### src/rtl/knightrider_input_ctrl.sv
// Input front end for the LED pattern generator: synchronises and debounces the
// slide switches and push keys, then turns accepted changes into mode/speed writes.
module knightrider_input_ctrl #(
  parameter int DEBOUNCE_CYCLES = 500000,
  parameter int CNT_W           = 20
) (
  input  logic       clkin,
  input  logic       reset,
  input  logic [7:0] sw,
  input  logic [1:0] key,
  output logic [3:0] mode,
  output logic [3:0] speed,
  output logic       cfg_stb
);

  localparam logic [CNT_W-1:0] CNT_LAST = CNT_W'(DEBOUNCE_CYCLES - 1);

  logic [7:0]            sw_s1_q, sw_s1_d;
  logic [7:0]            sw_s2_q, sw_s2_d;
  logic [7:0]            sw_stable_q, sw_stable_d;
  logic [CNT_W-1:0]      sw_cnt_q, sw_cnt_d;
  logic                  sw_commit;

  logic [1:0]            key_s1_q, key_s1_d;
  logic [1:0]            key_s2_q, key_s2_d;
  logic [1:0]            key_stable_q, key_stable_d;
  logic [1:0][CNT_W-1:0] key_cnt_q, key_cnt_d;
  logic [1:0]            key_press;

  logic [3:0]            mode_q, mode_d;
  logic [3:0]            speed_q, speed_d;
  logic                  cfg_stb_q, cfg_stb_d;

  always_comb begin
    sw_s1_d     = sw;
    sw_s2_d     = sw_s1_q;
    key_s1_d    = key;
    key_s2_d    = key_s1_q;

    // Counting only continues while s2 differs from stable and s1 agrees with s2,
    // so any glitch on s1 restarts the count from zero.
    sw_stable_d = sw_stable_q;
    sw_cnt_d    = '0;
    sw_commit   = 1'b0;
    if ((sw_s2_q != sw_stable_q) && (sw_s1_q == sw_s2_q)) begin
      if (sw_cnt_q == CNT_LAST) begin
        sw_commit   = 1'b1;
        sw_stable_d = sw_s2_q;
      end else begin
        sw_cnt_d = sw_cnt_q + CNT_W'(1);
      end
    end

    key_stable_d = key_stable_q;
    key_cnt_d    = '0;
    key_press    = 2'b00;
    for (int i = 0; i < 2; i++) begin
      if ((key_s2_q[i] != key_stable_q[i]) && (key_s1_q[i] == key_s2_q[i])) begin
        if (key_cnt_q[i] == CNT_LAST) begin
          key_stable_d[i] = key_s2_q[i];
          key_press[i]    = ~key_s2_q[i];
        end else begin
          key_cnt_d[i] = key_cnt_q[i] + CNT_W'(1);
        end
      end
    end

    // A switch load fully determines both fields and masks any key step.
    mode_d  = mode_q;
    speed_d = speed_q;
    if (sw_commit) begin
      mode_d  = sw_s2_q[7:4];
      speed_d = sw_s2_q[3:0];
    end else begin
      if (key_press[0]) mode_d  = mode_q + 4'd1;
      if (key_press[1]) speed_d = speed_q + 4'd1;
    end
    cfg_stb_d = sw_commit | (|key_press);
  end

  always_ff @(posedge clkin) begin
    if (reset) begin
      sw_s1_q      <= '0;
      sw_s2_q      <= '0;
      sw_stable_q  <= '0;
      sw_cnt_q     <= '0;
      key_s1_q     <= 2'b11;
      key_s2_q     <= 2'b11;
      key_stable_q <= 2'b11;
      key_cnt_q    <= '0;
      mode_q       <= '0;
      speed_q      <= '0;
      cfg_stb_q    <= 1'b0;
    end else begin
      sw_s1_q      <= sw_s1_d;
      sw_s2_q      <= sw_s2_d;
      sw_stable_q  <= sw_stable_d;
      sw_cnt_q     <= sw_cnt_d;
      key_s1_q     <= key_s1_d;
      key_s2_q     <= key_s2_d;
      key_stable_q <= key_stable_d;
      key_cnt_q    <= key_cnt_d;
      mode_q       <= mode_d;
      speed_q      <= speed_d;
      cfg_stb_q    <= cfg_stb_d;
    end
  end

  assign mode    = mode_q;
  assign speed   = speed_q;
  assign cfg_stb = cfg_stb_q;

endmodule

### config.mk
export PLATFORM = sky130hd
export DESIGN_NAME = knightrider_input_ctrl
export DESIGN_NICKNAME = d
export VERILOG_FILES = /design/src/rtl/knightrider_input_ctrl.sv
export SDC_FILE = /design/constraint.sdc
export NUM_CORES = 1
export LEC_CHECK = 0
export CAP_MARGIN = 30
export CORE_MARGIN = 2
export CORE_UTILIZATION = 40
export CTS_BUF_LIST = sky130_fd_sc_hd__clkbuf_2
export DETAILED_ROUTE_END_ITERATION = 16
export HOLD_SLACK_MARGIN = 0.06
export SYNTH_ARGS = -nofsm -noshare
export SYNTH_HDL_FRONTEND = slang
export SYNTH_SLANG_ARGS = --single-unit
### constraint.sdc
create_clock -name clkin -period 2.3 [get_ports clkin]
set_clock_uncertainty 0.1 [all_clocks]
set_input_delay 0.46 -clock clkin [delete_from_list [all_inputs] [get_ports clkin]]
set_output_delay 0.46 -clock clkin [all_outputs]
set_load 0.1 [all_outputs]
Word-level counts from Yosys, hierarchy flattened. Cells that the tools add are included.

Memory bits (read-only): 0. Logic and storage cells: 55. Flip-flop bits (word level): 99. Bits of input ports: 12. Latch bits: 0. Memory bits (writable): 0. Output and inout port bits: 9. Memories kept: 0.

Multiplexer cells: 10. Shifts and indexed selects: 0. Bitwise operators: 6. $mul: 0. Div/mod/pow operators: 0. Add/sub/neg operators: 5. Reduce and logical (&&, ||, !) cells: 12. Order comparisons: 0. Equal/unequal tests: 9.

Operators with widths (number): 20-bit by 1-bit adder with 20-bit output (second input constant) (3); 20-bit by 19-bit equality test with 1-bit output (second input constant) (3); 4-bit two-way mux (4); 3-bit OR reduction (3); 4-bit by 1-bit adder with 4-bit output (second input constant) (2); 8-bit equality test (1); 8-bit != test (1); 1-bit two-way mux (6); 2-bit AND reduction (3); 1-bit inverter (5); 2-bit nonzero test (2); 1-bit logical AND (3); 1-bit equality test (2); 1-bit != test (2); 2-bit OR reduction (1); 1-bit OR (1).

Depth between registers and ports, before layout. Gate-level depths: netlist (run 1).

Depth in word-level cells: 5. Gate-level depth with buffers: 7. Gate-level depth less buffers: 6.

Worst setup path after synthesis (run 1). OpenSTA, ideal clock, no wires.

Kind: register to register. From: register key_cnt_q[20] (netlist name). To: register speed_q[0], in the netlist speed[0]. Period minus slack after synthesis: 2.129 ns. Path buffers: 1. Stages on the path, launching flop included: 8. Arrival: 1.956 ns. Library setup time: 0.073 ns. Path slack: 0.171 ns. Cell sequence: dfxtp_1 > ha_1 > nand4_1 > or4_1 > buf_2 > or4_1 > o211a_1 > nor3_2.

Cells in the longest elaborated chain, start to end: 4.

RTL lines: start, declared (RTL line 27) `logic [1:0][CNT_W-1:0] key_cnt_q, key_cnt_d;`; start signal, assigned (RTL line 102) `key_cnt_q <= key_cnt_d;`; 20-bit by 19-bit equality test with 1-bit output (RTL line 59) `if (key_cnt_q[i] == CNT_LAST) begin`; 1-bit two-way mux (RTL line 59); 1-bit two-way mux (RTL line 58) `if ((key_s2_q[i] != key_stable_q[i]) && (key_s1_q[i] == key_s2_q[i])) begin`; 2-bit nonzero test (no source line); end signal, assigned (RTL line 104) `speed_q <= speed_d;`; end, declared (RTL line 31) `logic [3:0] speed_q, speed_d;`.

No other way between the ends. A chain may end at the register's enable or synchronous reset.

Worst setup path after layout (run 1). Same ends and word-level chain as after synthesis.

==> impl_metrics.csv, run 1 <==
group,metric,value,unit
global_routing,grt_pass1_wl,14.3,mm
final_layout,register_area,1980,sq um
final_layout,multi_input_area,2230,sq um
clock_tree,numCtsBuffers,9,
sta,timing.fmax,0.463,GHz
pwr,ir_worst_vdd,0.000238,V
global_routing,antenna_found_initial,0,
final_layout,syn2layout_area_growth,13.2,%
sta,hold_viol,0,
clock_tree,cts_hold_buf,0,
yosys,avgSynthCellArea,8.95,sq um
clock_tree,clkLatencyLatePin,0.57,ns
sta,fin_ws,0.139,ns
critical_path,reg2reg_slack,0.14,ns
critical_path,arrival,2.59,ns
hold_path,min_to,"sw_s1_q[3]",
clock_tree,cts_max_path_buffers,2,
sta,max_slew.worst_pin.slew,0.625,ns
floorplanning,dieWidth,107,um
final_layout,fillers,1056,
floorplanning,coreArea,10400,sq um
pwr,leakage,1.70,nW
hold_path,hold_path_class,"primary input to flop",
route,totalWireLength,8.13,mm
yosys,synth_fp_nets,495,
floorplanning,ios,21,
sta,finalSetupTns,0,ns
floorplanning,dieArea,11500,sq um
floorplanning,die_h,107,um
sta,rsz0062_at_grt,"false",
sta,fin_crit,2.16,ns
sta,fin_crit_sh,0.940,
route,drc,0,
critical_path,critPathKind,"flop to flop",
yosys,synthCells,478,
route,drt_pass1_iterations,4,
pwr,power,0.00264,W
critical_path,crit_fanout,4,
hold_path,hp-start,"sw[3]",
final_layout,drive_gt1_frac,0.103,
critical_path,critPathRequiredTime,2.73,ns
sta,slew_headroom,0.580,
yosys,yosysWarnings,0,
yosys,ys_types,38,
critical_path,timing.rr.start,"key_cnt_q[20]",
place,port_buffers,20,
global_routing,overflow,0,
clock_tree,clock_sinks,99,
hold_path,whs_path_depth,2,
critical_path,r2r_end,"speed[0]",
route,post_drt_wl_per_cell,12.4,um
floorplanning,num_rows,37,
route,final_antenna_net_count,0,
place,gp_congestion,0.813,
critical_path,worst_setup_path_start_kind,"flop",
clock_tree,post_cts_buffers,0,
place,pre_cts_slack,0.121,ns
yosys,seq_area_frac_synth,0.463,
critical_path,worstSetupEndpointType,"flop",
floorplanning,initial_core_util,0.412,
route,vias,3269,
yosys,synth-seq-cells,99,
sta,finalSetupViolations,0,
flow_run,max-cap-violations,0,
critical_path,r2r_cells,6,
run_status,outcome,"complete, no violations",
place,dpl.hpwl,5.67,mm
global_routing,grt_pass1_vias,3094,
pwr,powerDensity,545,nW/um^2
sta,drv_slew,0,
clock_tree,clkTransAtPathRegs,0.23,ns
clock_tree,root_buffer,"clkbuf_2",
route,initialDrtViolationCount,119,
sta,whs,0.305,ns
global_routing,track_usage,0.157,
clock_tree,h-tree-depth,3,
final_layout,antenna_cells,0,
clock_tree,cts_tree,"yes",
route,vias_per_cell,5.01,
yosys,netlist_area,4280,sq um
global_routing,grt_max_degree,25,
final_layout,nets,530,
[area by class of cell]
type / instances / area share
multi-input combinational: 357 / 0.460
timing repair buffer: 39 / 0.0688
inverter: 7 / 0.00543
clock buffer: 12 / 0.0124
tap: 136 / 0.0352
sequential: 99 / 0.410
clock inverter: 3 / 0.00827
[stage by stage]
step | area, sq um | std cells | util
floorplan | 4280 | 478 | -
global placement | 4720 | 638 | 0.455
detailed placement | 4720 | 638 | 0.455
CTS | 4820 | 653 | 0.465
global route | 4840 | 653 | 0.467
finish | 4840 | 653 | 0.467
[how the worst max path moves through the flow]
stage	from	end	slack, ns	depth (start not counted)
2_1_floorplan	key_cnt_q[20]	speed[0]	0.17	7
3_3_place_gp	key_cnt_q[20]	speed[0]	0.16	6
3_5_place_dp	key_cnt_q[20]	speed[0]	0.12	6
4_1_cts	key_cnt_q[20]	speed[0]	0.1	6
5_1_grt	sw_cnt_q[3]	cfg_stb	0.04	5
6_report	key_cnt_q[20]	speed[0]	0.14	6
[synth_stat cells]
cell       n  area share
nor2b_1   17       0.025
nand2b_1   1      0.0015
o21ai_1    2      0.0023
or2_2      5      0.0073
nand2_1   22       0.019
o221ai_1   1      0.0020
nor3_1     9       0.011
nor2_1    84       0.074
nand4b_1   1      0.0020
nor3_2     1      0.0023
ha_1       5       0.015
nor4_1    10       0.015
xnor2_1   32       0.066
a21oi_1    9       0.011
a31oi_1    1      0.0015
nand4_1   19       0.028
o21ai_0    5      0.0059
o31ai_1    8       0.014
o31a_1     1      0.0020
or2_1      1      0.0015
mux2i_1    2      0.0047
or4b_1     1      0.0023
and3_1     9       0.013
buf_2      4      0.0047
dfxtp_1   99        0.46
inv_1      7      0.0061
clkbuf_1  11      0.0097
or4_1      5      0.0088
and2_1     1      0.0015
o211ai_1   2      0.0035
nand3_1   39       0.046
and4_1     3      0.0061
xor2_1    43       0.088
a31o_1     6       0.012
or3_1      2      0.0029
o211a_1    8       0.019
nor4bb_1   1      0.0023
nor4b_1    1      0.0020
[routing by layer]
| metal | wire length (um) | vias to the layer above | track usage |
|---|---|---|---|
| met5 | 0 | - | 0 |
| li1 | - | 1721 | - |
| met4 | 77 | 0 | 0.0522 |
| met2 | 3590 | 47 | 0.236 |
| met3 | 336 | 8 | 0.0575 |
| met1 | 4120 | 1493 | 0.208 |
[cell families after synthesis]
| logic type | after synthesis | share of synthesized area |
|---|---|---|
| and+or+nand+nor | 232 | 0.270 |
| DFF | 99 | 0.463 |
| xor gates and xnor gates | 75 | 0.154 |
| AOI/OAI and AO/OA | 43 | 0.0728 |
| buffers and inverters | 22 | 0.0205 |
| adders and majority gates | 5 | 0.0146 |
| muxes | 2 | 0.00468 |
[worst max-delay path, stage by stage (launching register included)]
cell,delay (ns)
dfxtp_1,0.40
ha_1,0.22
nand4_1,0.14
or4_4,0.52
or4_1,0.49
o211a_1,0.13
nor3_2,0.13
[where the power goes]
group	total [W]	leakage, nW	internal (W)	switching, W
clock network	0.000792	0.0718	0.000256	0.000537
logic	0.0000917	0.822	0.0000485	0.0000432
registers	0.00175	0.802	0.00174	0.0000166
[flip-flops by register name (all words and copies together) (netlist names)]
signal,count
speed,4
sw_s2_q,8
key_stable_q,2
sw_cnt_q,20
sw_s1_q,8
key_s1_q,2
cfg_stb,1
key_cnt_q,40
sw_stable_q,8
mode,4
key_s2_q,2
[placed cells by master (no fill, tap or decap), drive strengths merged, types with 2 or more instances in the layout]
master         instances
inv                    7
nand3                 39
clkdlybuf4s50         11
buf                   28
nor3                  10
clkinv                 2
nand2                 22
and4                   3
mux2i                  2
a21oi                  9
or3                    2
nand4                 19
o211a                  8
or2                    6
ha                     5
xor2                  43
a31o                   6
nor2b                 17
and3                   9
xnor2                 32
or4                    5
o21ai                  7
nor4                  10
dfxtp                 99
clkbuf                12
o211ai                 2
nor2                  84
o31ai                  8
[repair_timing]
action | 4_1_cts | 5_1_grt
gates resized for setup | 0 | 4
hold endpoints to repair | 0 | 0
endpoints found under the setup margin | 0 | 10
No activity file was read; power rests on OpenSTA's default activity.
==> inputs of run 2 (changes only) <==
--- a/config.mk
+++ b/config.mk
@@ -8,9 +8,10 @@
 export CAP_MARGIN = 30
 export CORE_MARGIN = 2
 export CORE_UTILIZATION = 40
-export CTS_BUF_LIST = sky130_fd_sc_hd__clkbuf_2
+export CTS_BUF_LIST = sky130_fd_sc_hd__clkbuf_8
 export DETAILED_ROUTE_END_ITERATION = 16
 export HOLD_SLACK_MARGIN = 0.06
+export SETUP_SLACK_MARGIN = 0.4
 export SYNTH_ARGS = -nofsm -noshare
 export SYNTH_HDL_FRONTEND = slang
 export SYNTH_SLANG_ARGS = --single-unit
==> impl_metrics.csv, run 2 (synthesis gave the netlist of run 1 again) <==
group,metric,value,unit
run_status,outcome,"complete, no violations",
floorplanning,die_h,107,um
final_layout,largest_reg_flops,40,
final_layout,post-route-cell-area,5350,sq um
sta,slew_headroom,0.757,
critical_path,r2r_cells,7,
sta,timing.fmax,0.503,GHz
pwr,powerDensity,553,nW/um^2
hold_path,min_to,"key_cnt_q[0]",
clock_tree,clkLatencyLatePin,0.37,ns
clock_tree,root_buffer,"clkbuf_8",
final_layout,nets,542,
final_layout,most-common-layout-cells,"86 x dfxtp_1, 65 x nor2_1, 41 x xor2_1",
final_layout,syn2layout_area_growth,25.2,%
sta,finalSetupViolations,0,
hold_path,hp-start,"key_cnt_q[0]",
sta,fin_crit,1.99,ns
place,dpl_cell_area,4690,sq um
sta,fin_ws,0.311,ns
critical_path,arrival,2.15,ns
hold_path,whs_path_depth,1,
clock_tree,cts_max_path_buffers,2,
critical_path,worstSetupEndpointType,"flop",
final_layout,reg_top3,"key_cnt_q x40, sw_cnt_q x20",
route,totalWireLength,9.01,mm
hold_path,hold_path_class,"flop to flop",
place,gp_congestion,0.768,
critical_path,reg2reg_slack,0.31,ns
route,drc,0,
clock_tree,cts_tree,"yes",
final_layout,drive_gt1_frac,0.226,
clock_tree,numCtsBuffers,9,
clock_tree,cts_hold_buf,0,
global_routing,overflow,0,
route,initialDrtViolationCount,129,
final_layout,fillers,982,
floorplanning,ios,21,
sta,hold_viol,0,
pwr,ir_worst_vdd,0.000482,V
clock_tree,clock_sinks,99,
pwr,power,0.00296,W
global_routing,grt_pass1_wl,13.9,mm
floorplanning,num_rows,37,
final_layout,multi_input_area,2500,sq um
pwr,leakage,1.85,nW
global_routing,antenna_found_initial,0,
floorplanning,dieWidth,107,um
final_layout,antenna_cells,0,
sta,fin_crit_sh,0.865,
route,vias_per_cell,5.11,
critical_path,critPathRequiredTime,2.46,ns
final_layout,layout_commonest_cell,"dfxtp_1",
critical_path,worst_setup_path_start_kind,"flop",
final_layout,fin_util,0.516,
place,pre_cts_slack,0.199,ns
route,drt_pass1_iterations,4,
clock_tree,h-tree-depth,3,
sta,rsz0062_at_grt,"true",
sta,drv_slew,0,
critical_path,critPathKind,"flop to flop",
sta,max_slew.worst_pin.slew,0.362,ns
route,vias,3406,
route,post_drt_wl_per_cell,13.5,um
flow_run,max-cap-violations,0,
critical_path,timing.rr.start,"key_cnt_q[21]",
global_routing,track_usage,0.150,
place,dpl.hpwl,5.66,mm
floorplanning,dieArea,11500,sq um
clock_tree,clkTransAtPathRegs,0.10,ns
floorplanning,coreArea,10400,sq um
global_routing,grt_pass1_vias,3066,
final_layout,top_register,"key_cnt_q",
place,port_buffers,20,
sta,finalSetupTns,0,ns
critical_path,crit_fanout,5,
final_layout,register_area,2000,sq um
critical_path,r2r_end,"key_cnt_q[32]",
global_routing,grt_max_degree,25,
floorplanning,initial_core_util,0.412,
route,final_antenna_net_count,0,
-- run 2: cell types whose count changed in the layout (fill, tap and decap cells not counted), sizes merged --
cell	before	now
clkbuf	12	11
inv	7	9
clkinvlp	0	2
clkinv	2	1
buf	28	39
-- run 2: report_power, final --
group          leakage, nW  switching (W)  internal [W]
clock network        0.101       0.000587      0.000524
registers            0.809      0.0000174       0.00173
logic                0.940      0.0000513     0.0000557
-- run 2: worst max path at each step --
stage | from | slack, ns | endpoint | cells after the start
after floorplan | key_cnt_q[21] | 0.34 | speed[0] | 7
after global placement | sw_cnt_q[4] | 0.24 | sw_stable_q[1] | 5
after detailed placement | sw_cnt_q[4] | 0.20 | sw_stable_q[1] | 5
after CTS | key_cnt_q[20] | 0.30 | speed[0] | 6
after global routing | key_cnt_q[21] | 0.24 | key_cnt_q[25] | 7
final | key_cnt_q[21] | 0.31 | key_cnt_q[32] | 7
-- run 2: area by class of cell --
class                           instances  share of cell area
Multi-Input combinational cell        357               0.468
Sequential cell                        99               0.374
Timing Repair Buffer                   51              0.0851
Tap cell                              136              0.0318
Clock buffer                           10              0.0257
Clock inverter                          6              0.0108
Inverter                                7             0.00491
-- run 2: metal layers --
metal  track usage  up-vias  share of wire
li1              -     1743              -
met1         0.204     1604           0.50
met2         0.233       44           0.45
met3        0.0393       15          0.037
met4        0.0504        0          0.016
met5             0        -              0
-- run 2: critical path, stage by stage (launching register included) --
cell      delay [ns]
dfxtp_2         0.37
ha_4            0.14
nand4_1         0.09
or4_4           0.47
buf_6           0.14
o211ai_1        0.31
buf_4           0.22
nor2_1          0.05
-- run 2: what timing repair did --
action,4_1_cts,5_1_grt
gates cloned,1,7
gates resized for setup,21,64
endpoints found under the setup margin,75,75
setup buffers,7,5
pin swaps,8,25
-- run 2: metrics by stage --
stage | instances | hold slack, ns
6_report | 666 | 0.330
2_1_floorplan | 478 | 0.320
5_1_grt | 666 | 0.354
4_1_cts | 654 | 0.374
3_3_place_gp | 630 | 0.326
3_5_place_dp | 630 | 0.338
==> inputs of run 3 (changes only) <==
--- a/config.mk
+++ b/config.mk
@@ -6,12 +6,13 @@
 export NUM_CORES = 1
 export LEC_CHECK = 0
 export CAP_MARGIN = 30
+export CELL_PAD_IN_SITES_DETAIL_PLACEMENT = 0
+export CELL_PAD_IN_SITES_GLOBAL_PLACEMENT = 1
 export CORE_MARGIN = 2
 export CORE_UTILIZATION = 40
-export CTS_BUF_LIST = sky130_fd_sc_hd__clkbuf_8
 export DETAILED_ROUTE_END_ITERATION = 16
 export HOLD_SLACK_MARGIN = 0.06
-export SETUP_SLACK_MARGIN = 0.4
+export PLACE_DENSITY_LB_ADDON = 0.1
 export SYNTH_ARGS = -nofsm -noshare
 export SYNTH_HDL_FRONTEND = slang
 export SYNTH_SLANG_ARGS = --single-unit
==> impl_metrics.csv, run 3 (synthesis gave the netlist of run 1 again) <==
group,metric,value,unit
route,totalWireLength,8.25,mm
floorplanning,dieArea,11500,sq um
sta,finalSetupViolations,0,
global_routing,antenna_found_initial,0,
sta,finalSetupTns,0,ns
sta,whs,0.350,ns
pwr,powerDensity,589,nW/um^2
critical_path,timing.rr.start,"sw_cnt_q[12]",
global_routing,grt_pass1_wl,14.3,mm
clock_tree,ctsResizeCount,0,
sta,fin_crit_sh,0.928,
clock_tree,cts_tree,"yes",
critical_path,worstSetupEndpointType,"flop",
clock_tree,h-tree-depth,3,
route,vias,3290,
critical_path,r2r_cells,5,
floorplanning,initial_core_util,0.412,
floorplanning,coreArea,10400,sq um
place,gp_congestion,0.744,
place,port_buffers,20,
sta,rsz0062_at_grt,"true",
global_routing,overflow,0,
route,initialDrtViolationCount,113,
pwr,leakage,1.71,nW
final_layout,top_register,"key_cnt_q",
critical_path,reg2reg_slack,0.17,ns
floorplanning,ios,21,
flow_run,max-cap-violations,0,
final_layout,reg_top3,"key_cnt_q x40, sw_cnt_q x20",
final_layout,fillers,1046,
final_layout,layout_commonest_cell,"dfxtp_1",
sta,max_slew.worst_pin.slew,0.621,ns
sta,hold_viol,0,
critical_path,arrival,2.31,ns
critical_path,worst_setup_path_start_kind,"flop",
global_routing,grt_pass1_vias,3112,
route,vias_per_cell,5.05,
clock_tree,cts_hold_buf,0,
hold_path,hp-start,"key_cnt_q[20]",
final_layout,antenna_cells,0,
clock_tree,clkTransAtPathRegs,0.10,ns
final_layout,syn2layout_area_growth,14.7,%
critical_path,critPathKind,"flop to flop",
route,post_drt_wl_per_cell,12.7,um
sta,timing.fmax,0.469,GHz
place,dpl.hpwl,5.81,mm
clock_tree,numCtsBuffers,9,
sta,drv_slew,0,
pwr,power,0.00289,W
clock_tree,clkLatencyLatePin,0.38,ns
hold_path,hold_path_class,"flop to flop",
clock_tree,post_cts_buffers,0,
run_status,outcome,"complete, no violations",
global_routing,track_usage,0.156,
hold_path,min_to,"key_cnt_q[20]",
floorplanning,die_h,107,um
floorplanning,dieWidth,107,um
final_layout,nets,528,
floorplanning,num_rows,37,
final_layout,largest_reg_flops,40,
final_layout,most-common-layout-cells,"99 x dfxtp_1, 84 x nor2_1, 43 x xor2_1",
critical_path,critPathRequiredTime,2.48,ns
hold_path,whs_path_depth,1,
route,drc,0,
clock_tree,root_buffer,"clkbuf_8",
sta,slew_headroom,0.583,
global_routing,grt_max_degree,25,
place,dpl_cell_area,4720,sq um
final_layout,multi_input_area,2210,sq um
final_layout,post-route-cell-area,4900,sq um
clock_tree,clock_sinks,99,
route,drt_pass1_iterations,6,
critical_path,r2r_end,"sw_stable_q[1]",
sta,fin_crit,2.13,ns
clock_tree,cts_max_path_buffers,2,
pwr,ir_worst_vdd,0.000478,V
final_layout,register_area,1980,sq um
critical_path,crit_fanout,16,
final_layout,drive_gt1_frac,0.0950,
route,final_antenna_net_count,0,
[run 3: cell types whose count changed in the layout (fill, tap and decap cells not counted), moves of 4 or more]
| cell | before | now |
|---|---|---|
| buf_4 | 32 | 24 |
| buf_6 | 4 | 0 |
| dfxtp_1 | 86 | 99 |
| dfxtp_2 | 11 | 0 |
| nor2_1 | 65 | 84 |
| nor2_2 | 11 | 0 |
| nor2_4 | 8 | 0 |
| nor4_1 | 3 | 10 |
| nor4_2 | 5 | 0 |
[run 3: per-layer routing]
metal,track usage,vias up,part of all wire
li1,-,1715,-
met1,0.199,1526,0.49
met2,0.250,39,0.46
met3,0.0563,10,0.039
met4,0.0412,0,0.011
met5,0,-,0
[run 3: cell type report]
type / instances / share of cell area
repair buffers: 37 / 0.0673
clock buffers: 9 / 0.0253
flip-flops and latches: 99 / 0.404
inverters: 7 / 0.00536
clock inverters: 7 / 0.0125
multi-input cells: 357 / 0.451
well taps: 136 / 0.0347
[run 3: how the worst max path moves through the flow]
stage / slack, ns / start / depth (start not counted) / endpoint
after floorplan: 0.17 / key_cnt_q[20] / 7 / speed[0]
after global placement: 0.16 / key_cnt_q[20] / 6 / speed[0]
after detailed placement: 0.11 / key_cnt_q[20] / 6 / speed[0]
after CTS: 0.09 / key_cnt_q[20] / 6 / speed[0]
after global routing: -0.001 / sw_cnt_q[12] / 5 / mode[2]
final: 0.17 / sw_cnt_q[12] / 5 / sw_stable_q[1]
[run 3: critical path, cell delays in order (launching register included)]
cell     delay, ns
dfxtp_1       0.37
nor4_1        0.39
nand4_1       0.12
or3_1         0.57
o211a_1       0.30
a31o_1        0.18
[run 3: through the flow]
| step | setup WS [ns] | instances | util |
|---|---|---|---|
| after floorplan | 0.171 | 478 | - |
| after global placement | 0.164 | 636 | 0.455 |
| after detailed placement | 0.112 | 636 | 0.455 |
| after CTS | 0.0887 | 652 | 0.473 |
| after global routing | -0.00127 | 652 | 0.473 |
| final | 0.167 | 652 | 0.473 |
[run 3: power by group]
| part | total, W | internal (W) | leakage, nW | switching (W) |
|---|---|---|---|---|
| Sequential | 0.00175 | 0.00173 | 0.802 | 0.0000160 |
| Clock | 0.00105 | 0.000411 | 0.0884 | 0.000641 |
| Combinational | 0.0000909 | 0.0000486 | 0.817 | 0.0000423 |
| Total | 0.00289 | 0.00219 | 1.71 | 0.000699 |
